<file path="src/rtl/jt6295_romarb.sv">
`default_nettype none
// ---------------------------------------------------------------------------
// jt6295_romarb : shares the jt6295 ADPCM ROM port between control and voices
// Revision 1.0
// ---------------------------------------------------------------------------
module jt6295_romarb #(
    parameter int AW   = 18,
    parameter int DW   = 8,
    parameter int TOUT = 255
) (
    input  logic            clk,
    input  logic            rstn,
    input  logic [4:0]      req,
    input  logic [5*AW-1:0] addr,
    output logic [4:0]      ack,
    output logic [DW-1:0]   data,
    output logic            err,
    output logic [AW-1:0]   rom_addr,
    output logic            rom_cs,
    input  logic [DW-1:0]   rom_data,
    input  logic            rom_ok
);

    localparam logic [15:0] C_TOUT_LAST = 16'(TOUT - 1);

    typedef enum logic [1:0] {
        IDLE   = 2'd0,
        SETTLE = 2'd1,
        WAIT   = 2'd2,
        DONE   = 2'd3
    } state_t;

    state_t          r_state;
    logic [2:0]      r_grant;
    logic [1:0]      r_last;
    logic [15:0]     r_cnt;
    logic [2:0]      w_win;
    logic [AW-1:0]   w_sel_addr;

    // Control always wins; channels rotate starting after the last one served.
    always_comb begin
        w_win = 3'd4;
        if (!req[4]) begin
            w_win = 3'd0;
            for (int k = 4; k >= 1; k--) begin
                if (req[r_last + 2'(k)]) w_win = {1'b0, r_last + 2'(k)};
            end
        end
    end

    always_comb begin
        case (w_win)
            3'd0:    w_sel_addr = addr[0*AW +: AW];
            3'd1:    w_sel_addr = addr[1*AW +: AW];
            3'd2:    w_sel_addr = addr[2*AW +: AW];
            3'd3:    w_sel_addr = addr[3*AW +: AW];
            default: w_sel_addr = addr[4*AW +: AW];
        endcase
    end

    always_ff @(posedge clk or negedge rstn) begin
        if (!rstn) begin
            r_state  <= IDLE;
            r_grant  <= 3'd0;
            r_last   <= 2'd3;
            r_cnt    <= 16'd0;
            ack      <= 5'd0;
            err      <= 1'b0;
            data     <= '0;
            rom_addr <= '0;
            rom_cs   <= 1'b0;
        end else begin
            case (r_state)
                IDLE: begin
                    ack    <= 5'd0;
                    err    <= 1'b0;
                    rom_cs <= 1'b0;
                    if (|req) begin
                        rom_addr <= w_sel_addr;
                        r_grant  <= w_win;
                        if (!w_win[2]) r_last <= w_win[1:0];
                        rom_cs   <= 1'b1;
                        r_state  <= SETTLE;
                    end
                end
                SETTLE: begin
                    // rom_ok may still refer to the previous address here
                    r_cnt   <= 16'd0;
                    r_state <= WAIT;
                end
                WAIT: begin
                    if (rom_ok) begin
                        data    <= rom_data;
                        ack     <= 5'b00001 << r_grant;
                        r_state <= DONE;
                    end else if (r_cnt == C_TOUT_LAST) begin
                        data    <= '0;
                        ack     <= 5'b00001 << r_grant;
                        err     <= 1'b1;
                        r_state <= DONE;
                    end else if (r_cnt != 16'hFFFF) begin
                        r_cnt <= r_cnt + 16'd1;
                    end
                end
                DONE: begin
                    ack     <= 5'd0;
                    err     <= 1'b0;
                    rom_cs  <= 1'b0;
                    r_state <= IDLE;
                end
                default: r_state <= IDLE;
            endcase
        end
    end

endmodule
`default_nettype wire

</file>
<file path="config.mk">
export PLATFORM = sky130hd
export DESIGN_NAME = jt6295_romarb
export DESIGN_NICKNAME = d
export VERILOG_FILES = /design/src/rtl/jt6295_romarb.sv
export SDC_FILE = /design/constraint.sdc
export NUM_CORES = 1
export LEC_CHECK = 0
export BUFFER_PORTS_ARGS = -buffer_cell sky130_fd_sc_hd__buf_2
export CAP_MARGIN = 20
export CORE_MARGIN = 1
export CORE_UTILIZATION = 51
export DETAILED_ROUTE_END_ITERATION = 10
export HOLD_SLACK_MARGIN = 0.12
export PLACE_DENSITY_LB_ADDON = 0.15
export SETUP_SLACK_MARGIN = 0.15
export SYNTH_ARGS = -nofsm -noshare
export SYNTH_HDL_FRONTEND = slang
export SYNTH_SLANG_ARGS = --single-unit
export TNS_END_PERCENT = 100
</file>
<file path="constraint.sdc">
create_clock -name clk -period 3.2 [get_ports clk]
set_input_delay 0.32 -clock clk [delete_from_list [all_inputs] [get_ports clk]]
set_output_delay 0.32 -clock clk [all_outputs]
set_load 0.03 [all_outputs]
</file>
==> metrics.md, run 1 <==
| Metric | Value |
|---|---|
| Status | finished, violations left |
| Failing checks | design-rule violations |
| Max Cap Viol | 0 |
| Max_slew headroom | 46.20% |
| Total CTS buffers | 5 |
| Critical path fanouts, max | 12 |
| Grt ovf | 0 |
| HPWL Detailed | 6681 um |
| Pleak | 2.127 nW |
| Final Instance Count excl. Fillers | 585 |
| Detailed Route Iter0 Violations | 234 |
| Core region area | 6422 sq um |
| RSZ-0062 raised after global routing | no |
| # port buffers | 138 |
| Post-route setup slack | 525.9 ps |
| Area of the multi-input gates | 1898 sq um |
| #FFs+latches synth | 56 |
| Vias | 3555 |
| Rows | 29 |
| Gr usage total | 28.08% |
| Required time of the critical path | 3440 ps |
| Commonest non-fill, non-tap cell in the layout | buf_2 |
| Setup Slack @ Placement | 579.7 ps |
| Actual slew at the worst max-slew pin | 805.0 ps |
| Crit path time final | 2674 ps |
| Setup TNS | 0 ps |
| Mapped Area | 3440 sq um |
| Die Ht | 84.13 um |
| Worst-case clock buffer depth | 2 |
| Final slew viol count | 0 |
| Hold Buf Count CTS | 0 |
| Post-route clock skew | 11.64 ps |
| Final layout net count | 620 |
| First-pass GRT wire length | 16200 um |
| H-tree depth | 2 |
| Cell count after synthesis | 382 |
| Antenna diodes | 0 |
| Synth Flop Type | dfrtp_1 |
| Setup crit end kind | flip-flop |
| DRT antenna net count | 0 |
| Fin. Hold Viols | 0 |
| Largest net degree at the start of global routing | 48 |
| Post-CTS Resized | 0 |
| CTS clock-pin slew for the worst setup and hold paths | 110 ps |
| Synthesis-to-finish area growth | 24.74% |
| Placed cells | 575 |
| Vias per cell | 6.077 |
| Share of flip-flops with an asynchronous set or reset | 100.0% |
| Vias in the first global route | 3470 |
| Synthesized area per cell | 9.004 sq um |
| Syn nets | 495 |
| Clk_lat worst skew | 320 ps |
| Antenna violations before repair | 0 |
| Clk sinks | 56 |
| Crit path DAT | 2910 ps |
| Worst setup SP type | flip-flop |
| Period Utilization, post-route | 83.57% |
| FMAX | 0.3740 GHz |
| Most frequent cells in the layout | buf_2, dfrtp_1, nand2_1 |
| Gpl congestion | 0.8067 |
| Postcts setup bufs | 0 |
| Wire per inst | 16.27 um |
| YS warnings | 0 |
| Share of layout cells above drive strength 1 | 32.48% |
| Root buf cell | clkbuf_8 |
| Maximum vdd drop | 0.4214 mV |
| Overall routed net length | 9516 um |
| IO Pins | 139 |
| Number of library cell types mapped by synthesis | 46 |
| Sequential-to-total area share from yosys stat | 40.81% |
| Sequential cell area | 1404 sq um |
| Worst hold-check path type | in2reg |
| Finish-stage setup viols | 0 |
| Crit Path Category | reg2reg |
| Initial Util | 53.56% |
| Die area | 7077 sq um |
| Die X | 84.13 um |
| EDFF count, synth | 0 |
| DRC viols | 12 |
| Pwr Density | 799.7 nW/um^2 |
| CTS tree | done |
| Filler cells | 521 |
| First drt pass iteration count | 8 |
[synth_stat cells, types with 2 or more instances]
cell	number	area (sq um)
nor2b_1	2	12.51
and2_1	2	12.51
dfstp_2	2	52.55
a22o_1	9	78.83
nand3_1	33	165.2
and4_1	3	26.28
inv_1	4	15.01
o211ai_1	14	105.1
nor2_1	5	18.77
a32oi_1	6	52.55
or4b_1	2	20.02
nand3b_1	2	15.01
ha_1	7	87.58
nand4_1	6	37.54
a21o_1	19	142.6
nand2_1	38	142.6
a31oi_1	13	81.33
or4_1	10	75.07
or3_1	2	12.51
buf_1	2	7.510
mux2i_1	16	160.2
o31ai_1	9	67.56
and3_1	15	93.84
buf_6	2	22.52
buf_2	2	10.01
clkbuf_1	24	90.09
nand2b_1	6	37.54
a21oi_1	25	125.1
dfrtp_1	54	1351
o21ai_0	32	160.2
[worst paths after layout]
check,slack [ps],endpoint,start,depth (start not counted)
max,530,r_cnt[8]$_DFFE_PN0P_,r_cnt[0]$_DFFE_PN0P_,7
min,210,data[3]$_DFFE_PN0P_,rom_data[3],2
max reg2reg,530,r_cnt[8]$_DFFE_PN0P_,r_cnt[0]$_DFFE_PN0P_,7
min reg2reg,510,data[3]$_DFFE_PN0P_,data[3]$_DFFE_PN0P_,1
max in group asynchronous,2050,rom_addr[6]$_DFFE_PN0P_,rstn,4
min in group asynchronous,430,rom_addr[12]$_DFFE_PN0P_,rstn,2
[sequential cells by signal, summed over array words and instances (netlist names)]
name,cells
ack,5
data,8
err,1
r_cnt,16
r_grant,3
r_last,2
r_state,2
rom_addr,18
rom_cs,1
[power by group]
part	leakage (nW)	switching (W)	total (W)	internal [W]
registers	0.720	0.000180	0.00114	0.000963
clock network	0.0463	0.000251	0.000413	0.000161
logic	1.36	0.00120	0.00188	0.000673
total	2.13	0.00163	0.00343	0.00180
[final cells by class]
type,count,area share [%]
Multi-Input combinational cell,292,44.24
Clock buffer,5,1.604
Sequential cell,56,32.72
Tap cell,77,2.246
Inverter,4,0.3500
Clock inverter,3,0.6416
Timing Repair Buffer,148,18.20
[routing by layer]
metal	up-vias	GRT usage, %	share of wire (%)
li1	1694	-	-
met1	1681	35.01	40
met2	169	50.15	50
met3	11	5.539	8.6
met4	0	6.583	1.4
met5	-	0	0
[kinds of logic after synthesis]
| kind of cell | share of synthesized area, % |
|---|---|
| muxes | 4.984 |
| AOI/OAI and AO/OA | 26.26 |
| adders and majority gates | 2.546 |
| and+or+nand+nor | 21.17 |
| DFF | 40.81 |
| buffers and inverters | 4.220 |
[through the flow]
step	instance area, sq um	hold WS, ps	util, %	power, W
2_1_floorplan	3440	24.41	-	0.002449
3_3_place_gp	4164	464.7	64.84	0.002969
3_5_place_dp	4164	485.6	64.84	0.003015
4_1_cts	4260	207.5	66.34	0.003432
5_1_grt	4290	210.8	66.80	0.003675
6_report	4290	214.3	66.80	0.003431
[worst max-delay path, cell delays in order (launching register included)]
cell,delay (ps)
dfrtp_1,450
inv_1,70
ha_1,190
and4b_4,210
a41oi_2,510
o211ai_1,480
or4_1,530
a21oi_1,160
No activity file was read; power rests on OpenSTA's default activity.
==> inputs of run 2 (changes only) <==
--- a/config.mk
+++ b/config.mk
@@ -5,10 +5,11 @@
 export SDC_FILE = /design/constraint.sdc
 export NUM_CORES = 1
 export LEC_CHECK = 0
+export ABC_AREA = 1
 export BUFFER_PORTS_ARGS = -buffer_cell sky130_fd_sc_hd__buf_2
 export CAP_MARGIN = 20
 export CORE_MARGIN = 1
-export CORE_UTILIZATION = 51
+export CORE_UTILIZATION = 45
 export DETAILED_ROUTE_END_ITERATION = 10
 export HOLD_SLACK_MARGIN = 0.12
 export PLACE_DENSITY_LB_ADDON = 0.15
==> constraint.sdc (replaced) <==
create_clock -name clk -period 2.3 [get_ports clk]
set_input_delay 0.23 -clock clk [delete_from_list [all_inputs] [get_ports clk]]
set_output_delay 0.23 -clock clk [all_outputs]
set_load 0.03 [all_outputs]
==> metrics.md, run 2 <==
| Metric | Value |
|---|---|
| Worst-case clock buffer depth | 2 |
| Actual slew at the worst max-slew pin | 538.8 ps |
| Die X | 92.09 um |
| Die Ht | 92.09 um |
| CTS tree | done |
| Clk sinks | 56 |
| H-tree depth | 2 |
| Biggest register | rom_addr |
| Crit Path Category | reg2reg |
| Root buf cell | clkbuf_8 |
| EDFF count, synth | 0 |
| Biggest registers after layout | rom_addr: 18 flops, r_cnt: 16 flops, data: 8 flops |
| Total CTS buffers | 5 |
| Synth Flop Type | dfrtp_1 |
| CTS clock-pin slew for the worst setup and hold paths | 100 ps |
| Status | finished, final reports clean |
| Setup crit end kind | flip-flop |
| Critical path fanouts, max | 8 |
| Post-Route Utilization | 62.08% |
| Pwr Total | 0.006734 W |
| Grt ovf | 0 |
| Share of layout cells above drive strength 1 | 34.84% |
| Overall routed net length | 10490 um |
| Pleak | 2.481 nW |
| First-pass GRT wire length | 16920 um |
| Vias | 3886 |
| Cell count after synthesis | 486 |
| Initial Util | 46.78% |
| # port buffers | 138 |
| Filler cells | 745 |
| Synth top area share | 37.00% |
| YS warnings | 0 |
| RSZ-0062 raised after global routing | yes |
| Period Utilization, post-route | 92.50% |
| Sequential cell area | 1404 sq um |
| Detailed Route Iter0 Violations | 112 |
| Final slew viol count | 0 |
| Most frequent cells in the layout | nand2_1, buf_2, nand3_1 |
| Max_slew headroom | 63.86% |
| Core region area | 7807 sq um |
| Pwr Density | 1389 nW/um^2 |
| Sequential-to-total area share from yosys stat | 38.44% |
| FMAX | 0.4700 GHz |
| Crit path time final | 2128 ps |
| Vias in the first global route | 3680 |
| Synth area leader | dfrtp_1 |
| Synthesized area per cell | 7.515 sq um |
| Largest net degree at the start of global routing | 22 |
| Vias per cell | 5.216 |
| Max Cap Viol | 0 |
| HPWL Detailed | 7821 um |
| Commonest cells in the netlist | nand2_1, nand3_1, dfrtp_1 |
| DRT antenna net count | 0 |
| Worst setup SP type | flip-flop |
| Post-route clock skew | 9.010 ps |
| Count leader, synth | nand2_1 |
| First drt pass iteration count | 4 |
| Placed cell area | 4446 sq um |
| Setup TNS | 0 ps |
| Synthesis-to-finish area growth | 32.72% |
| Required time of the critical path | 2560 ps |
| Clk_lat worst skew | 310 ps |
| Final layout net count | 755 |
| Rows | 32 |
| Setup Slack @ Placement | 104.2 ps |
| Wire per inst | 14.08 um |
| Area of the multi-input gates | 2076 sq um |
| Worst hold-check path type | in2reg |
| Maximum vdd drop | 0.9260 mV |
| Fin. Hold Viols | 0 |
| #FFs+latches synth | 56 |
| IO Pins | 139 |
| Share of flip-flops with an asynchronous set or reset | 100.0% |
| Post-route setup slack | 172.5 ps |
| Finish-stage setup viols | 0 |
| Gpl congestion | 0.8926 |
| Mapped Area | 3652 sq um |
| Number of library cell types mapped by synthesis | 36 |
| Antenna diodes | 0 |
| DRC viols | 0 |
| Largest cells by area after synthesis | dfrtp_1, nand2_1, nand3_1 |
| Final instance area | 4847 sq um |
| Gr usage total | 24.49% |
| Max reg flops | 18 |
| Crit path DAT | 2390 ps |
| Die area | 8481 sq um |
| Antenna violations before repair | 0 |
| Syn nets | 599 |
run 2: cell count changes in the layout (fill, tap and decap cells not counted), moves of 13 or more:
cell | before | now
nand2_1 | 38 | 138
inv_1 | 4 | 35
nand2_2 | 0 | 23
nand3_1 | 33 | 56
a21o_1 | 19 | 0
nand4_1 | 6 | 25
nor2_1 | 5 | 22
mux2i_1 | 16 | 0
and3_1 | 15 | 0
o21ai_0 | 31 | 16
a21oi_1 | 25 | 11
o211ai_1 | 14 | 0
a22oi_1 | 1 | 14
run 2: through the flow:
stage	instances	hold slack, ps
floorplan	486	-65.59
global placement	718	207.0
detailed placement	718	205.8
CTS	731	123.6
global route	745	126.5
finish	745	119.3
run 2: layer usage:
metal  up-vias  global-route usage, %  share of wire, %
li1       1942                      -                 -
met1      1793                  30.60                41
met2       134                  43.78                52
met3        17                  3.731               4.5
met4         0                  6.510               1.7
met5         -                      0                 0
run 2: cell families (layout without fill, tap and decap cells):
kind of cell	after synthesis	in the layout	synth area share (%)
and+or+nand+nor	291	295	38.09
xor gates and xnor gates	12	12	2.878
DFF	56	56	38.44
AOI/OAI and AO/OA	59	59	10.11
adders and majority gates	7	7	2.398
buffers and inverters	61	214	8.085
run 2: what timing repair did:
action	in CTS	in global routing
hold buffers	1	0
setup buffers	3	9
cloned	1	5
hold endpoints to repair	17	0
resized for setup	1	19
pin swaps	3	27
endpoints found under the setup margin	13	20
run 2: final timing paths:
| check | start | end | slack (ps) | depth (start not counted) |
|---|---|---|---|---|
| worst max-delay path | r_last[0]$_DFFE_PN1P_ | rom_addr[4]$_DFFE_PN0P_ | 170 | 14 |
| worst min-delay path | addr[72] | rom_addr[0]$_DFFE_PN0P_ | 120 | 3 |
| worst max register to register | r_last[0]$_DFFE_PN1P_ | rom_addr[4]$_DFFE_PN0P_ | 170 | 14 |
| worst min register to register | data[7]$_DFFE_PN0P_ | data[7]$_DFFE_PN0P_ | 470 | 2 |
| max in group asynchronous | rstn | r_last[1]$_DFFE_PN1P_ | 1220 | 3 |
| min in group asynchronous | rstn | ack[2]$_DFFE_PN0P_ | 380 | 2 |
run 2: area by class of cell:
cell class | count | area share, %
multi-input combinational | 373 | 42.82
inverter | 40 | 3.304
clock inverter | 2 | 0.2839
sequential | 56 | 28.96
clock buffer | 6 | 1.704
tap | 102 | 2.633
timing repair buffer | 166 | 20.29
run 2: where the power goes:
part	switching, W	internal [W]
combinational	0.00292	0.00166
sequential	0.000233	0.00134
clock	0.000332	0.000247
run 2: worst max-delay path: stages, from the launching register on:
cell,delay (ps)
dfstp_2,670
nand2_1,110
o21ai_2,90
nand2_1,90
o21ai_1,100
nand2_2,70
nand2_2,80
nand2_4,90
nor2_8,150
buf_12,150
clkbuf_16,140
nand3_1,60
nand4_1,120
nand2_1,80
nand2_1,80
==> inputs of run 3 (changes only) <==
--- a/config.mk
+++ b/config.mk
@@ -13,6 +13,7 @@
 export DETAILED_ROUTE_END_ITERATION = 10
 export HOLD_SLACK_MARGIN = 0.12
 export PLACE_DENSITY_LB_ADDON = 0.15
+export REMOVE_ABC_BUFFERS = 1
 export SETUP_SLACK_MARGIN = 0.15
 export SYNTH_ARGS = -nofsm -noshare
 export SYNTH_HDL_FRONTEND = slang
==> metrics.md, run 3 (same netlist as run 2, synthesis figures left out) <==
| Metric | Value |
|---|---|
| First drt pass iteration count | 5 |
| Vias per cell | 5.285 |
| Post-route setup slack | 133.9 ps |
| Largest net degree at the start of global routing | 37 |
| Antenna violations before repair | 0 |
| Die Ht | 92.09 um |
| Vias in the first global route | 3788 |
| Max Cap Viol | 0 |
| DRC viols | 0 |
| Required time of the critical path | 2500 ps |
| Max_slew headroom | 44.29% |
| Clk_lat worst skew | 310 ps |
| Worst-case clock buffer depth | 2 |
| FMAX | 0.4617 GHz |
| Placed cell area | 4448 sq um |
| Root buf cell | clkbuf_8 |
| IO Pins | 139 |
| First-pass GRT wire length | 16860 um |
| Antenna diodes | 0 |
| Gr usage total | 24.73% |
| Synthesis-to-finish area growth | 33.13% |
| RSZ-0062 raised after global routing | yes |
| Post-route clock skew | 16.09 ps |
| Pleak | 2.500 nW |
| Fin. Hold Viols | 0 |
| CTS tree | done |
| Core region area | 7807 sq um |
| DRT antenna net count | 0 |
| Final layout net count | 758 |
| Die X | 92.09 um |
| Biggest registers after layout | rom_addr: 18 flops, r_cnt: 16 flops, data: 8 flops |
| Setup TNS | 0 ps |
| Most frequent cells in the layout | buf_2, nand2_1, nand3_1 |
| Min-delay src | addr[84] |
| Die area | 8481 sq um |
| Pwr Density | 1416 nW/um^2 |
| Rows | 32 |
| Hold path depth | 3 |
| Wire per inst | 14.40 um |
| Critical path fanouts, max | 11 |
| Total CTS buffers | 5 |
| Status | finished, final reports clean |
| Finish-stage setup viols | 0 |
| Biggest register | rom_addr |
| Crit Path Category | reg2reg |
| Share of layout cells above drive strength 1 | 35.29% |
| Crit path DAT | 2370 ps |
| Hold endpoint | rom_addr[12]$_DFFE_PN0P_ |
| CTS clock-pin slew for the worst setup and hold paths | 110 ps |
| Actual slew at the worst max-slew pin | 835.7 ps |
| RR Endpoint | rom_addr[15]$_DFFE_PN0P_ |
| # port buffers | 138 |
| Setup crit end kind | flip-flop |
| Post-Route Utilization | 62.28% |
| Max reg flops | 18 |
| Detailed Route Iter0 Violations | 171 |
| Worst reg2reg startpoint | r_last[0]$_DFFE_PN1P_ |
| Grt ovf | 0 |
| H-tree depth | 2 |
| Period Utilization, post-route | 94.18% |
| Setup Slack @ Placement | 41.23 ps |
| Register-to-Register Path Depth | 16 |
| Vias | 3953 |
| Initial Util | 46.78% |
| Commonest non-fill, non-tap cell in the layout | buf_2 |
| Worst hold-check path type | in2reg |
| HPWL Detailed | 7913 um |
| Final instance area | 4862 sq um |
| Gpl congestion | 0.8988 |
| Crit path time final | 2166 ps |
| Worst setup SP type | flip-flop |
| Hold WS | 140.4 ps |
| Overall routed net length | 10770 um |
| Filler cells | 708 |
| Clk sinks | 56 |
| Maximum vdd drop | 0.9783 mV |
| R2r setup slk | 130 ps |
| Final slew viol count | 0 |
run 3: worst max path at each step:
stage | start | end
after floorplan | r_state[0]$_DFFE_PN0P_ | r_cnt[3]$_DFFE_PN0P_
after global placement | r_last[0]$_DFFE_PN1P_ | rom_addr[12]$_DFFE_PN0P_
after detailed placement | r_last[0]$_DFFE_PN1P_ | rom_addr[12]$_DFFE_PN0P_
after CTS | r_last[0]$_DFFE_PN1P_ | rom_addr[12]$_DFFE_PN0P_
after global routing | r_last[0]$_DFFE_PN1P_ | rom_addr[15]$_DFFE_PN0P_
final | r_last[0]$_DFFE_PN1P_ | rom_addr[15]$_DFFE_PN0P_
run 3: through the flow:
stage	total power [W]	cells
after CTS	0.006250	733
after detailed placement	0.005384	720
after floorplan	0.004225	465
after global placement	0.005296	720
final	0.006883	748
after global routing	0.007367	748
run 3: power breakdown:
group | internal [W] | switching [W] | total (W)
Clock | 0.000385 | 0.000321 | 0.000705
Combinational | 0.00167 | 0.00291 | 0.00458
Sequential | 0.00135 | 0.000254 | 0.00160
Total | 0.00340 | 0.00348 | 0.00688
run 3: metal layers:
layer  track usage, %  share of wire, %  routed length, um
met5                0                 0                  0
met4            11.72               3.9                422
met3            4.146               4.8                520
met2            42.54                51               5453
met1            30.01                41               4375
run 3: timing repair:
action                                  CTS  global route
hold buffers                              1             0
endpoints found under the hold margin    32             0
endpoints found under the setup margin   15            18
cloned                                    0             3
pin swaps                                 2            14
buffers inserted                          4            12
gates resized for setup                   2            20
run 3: layout make-up:
cell class / instances / area (sq um) / share of cell area (%)
Sequential cell: 56 / 1404 / 28.87
Clock buffer: 7 / 96.34 / 1.981
Multi-Input combinational cell: 372 / 2074 / 42.67
Inverter: 40 / 160.2 / 3.294
Clock inverter: 1 / 30.03 / 0.6176
Tap cell: 102 / 127.6 / 2.625
Timing Repair Buffer: 170 / 969.7 / 19.94
run 3: critical path: stages, from the launching register on:
cell	delay, ps
dfstp_2	690
inv_8	70
nand2_2	70
nand2_2	90
nand2_2	80
nand2_1	60
nand2_2	100
nand2_2	70
nand2_4	110
nand2_8	90
nand2_8	120
nor2_8	60
buf_12	140
nand2_2	60
nand4_1	90
nand2_1	80
nand2_1	50
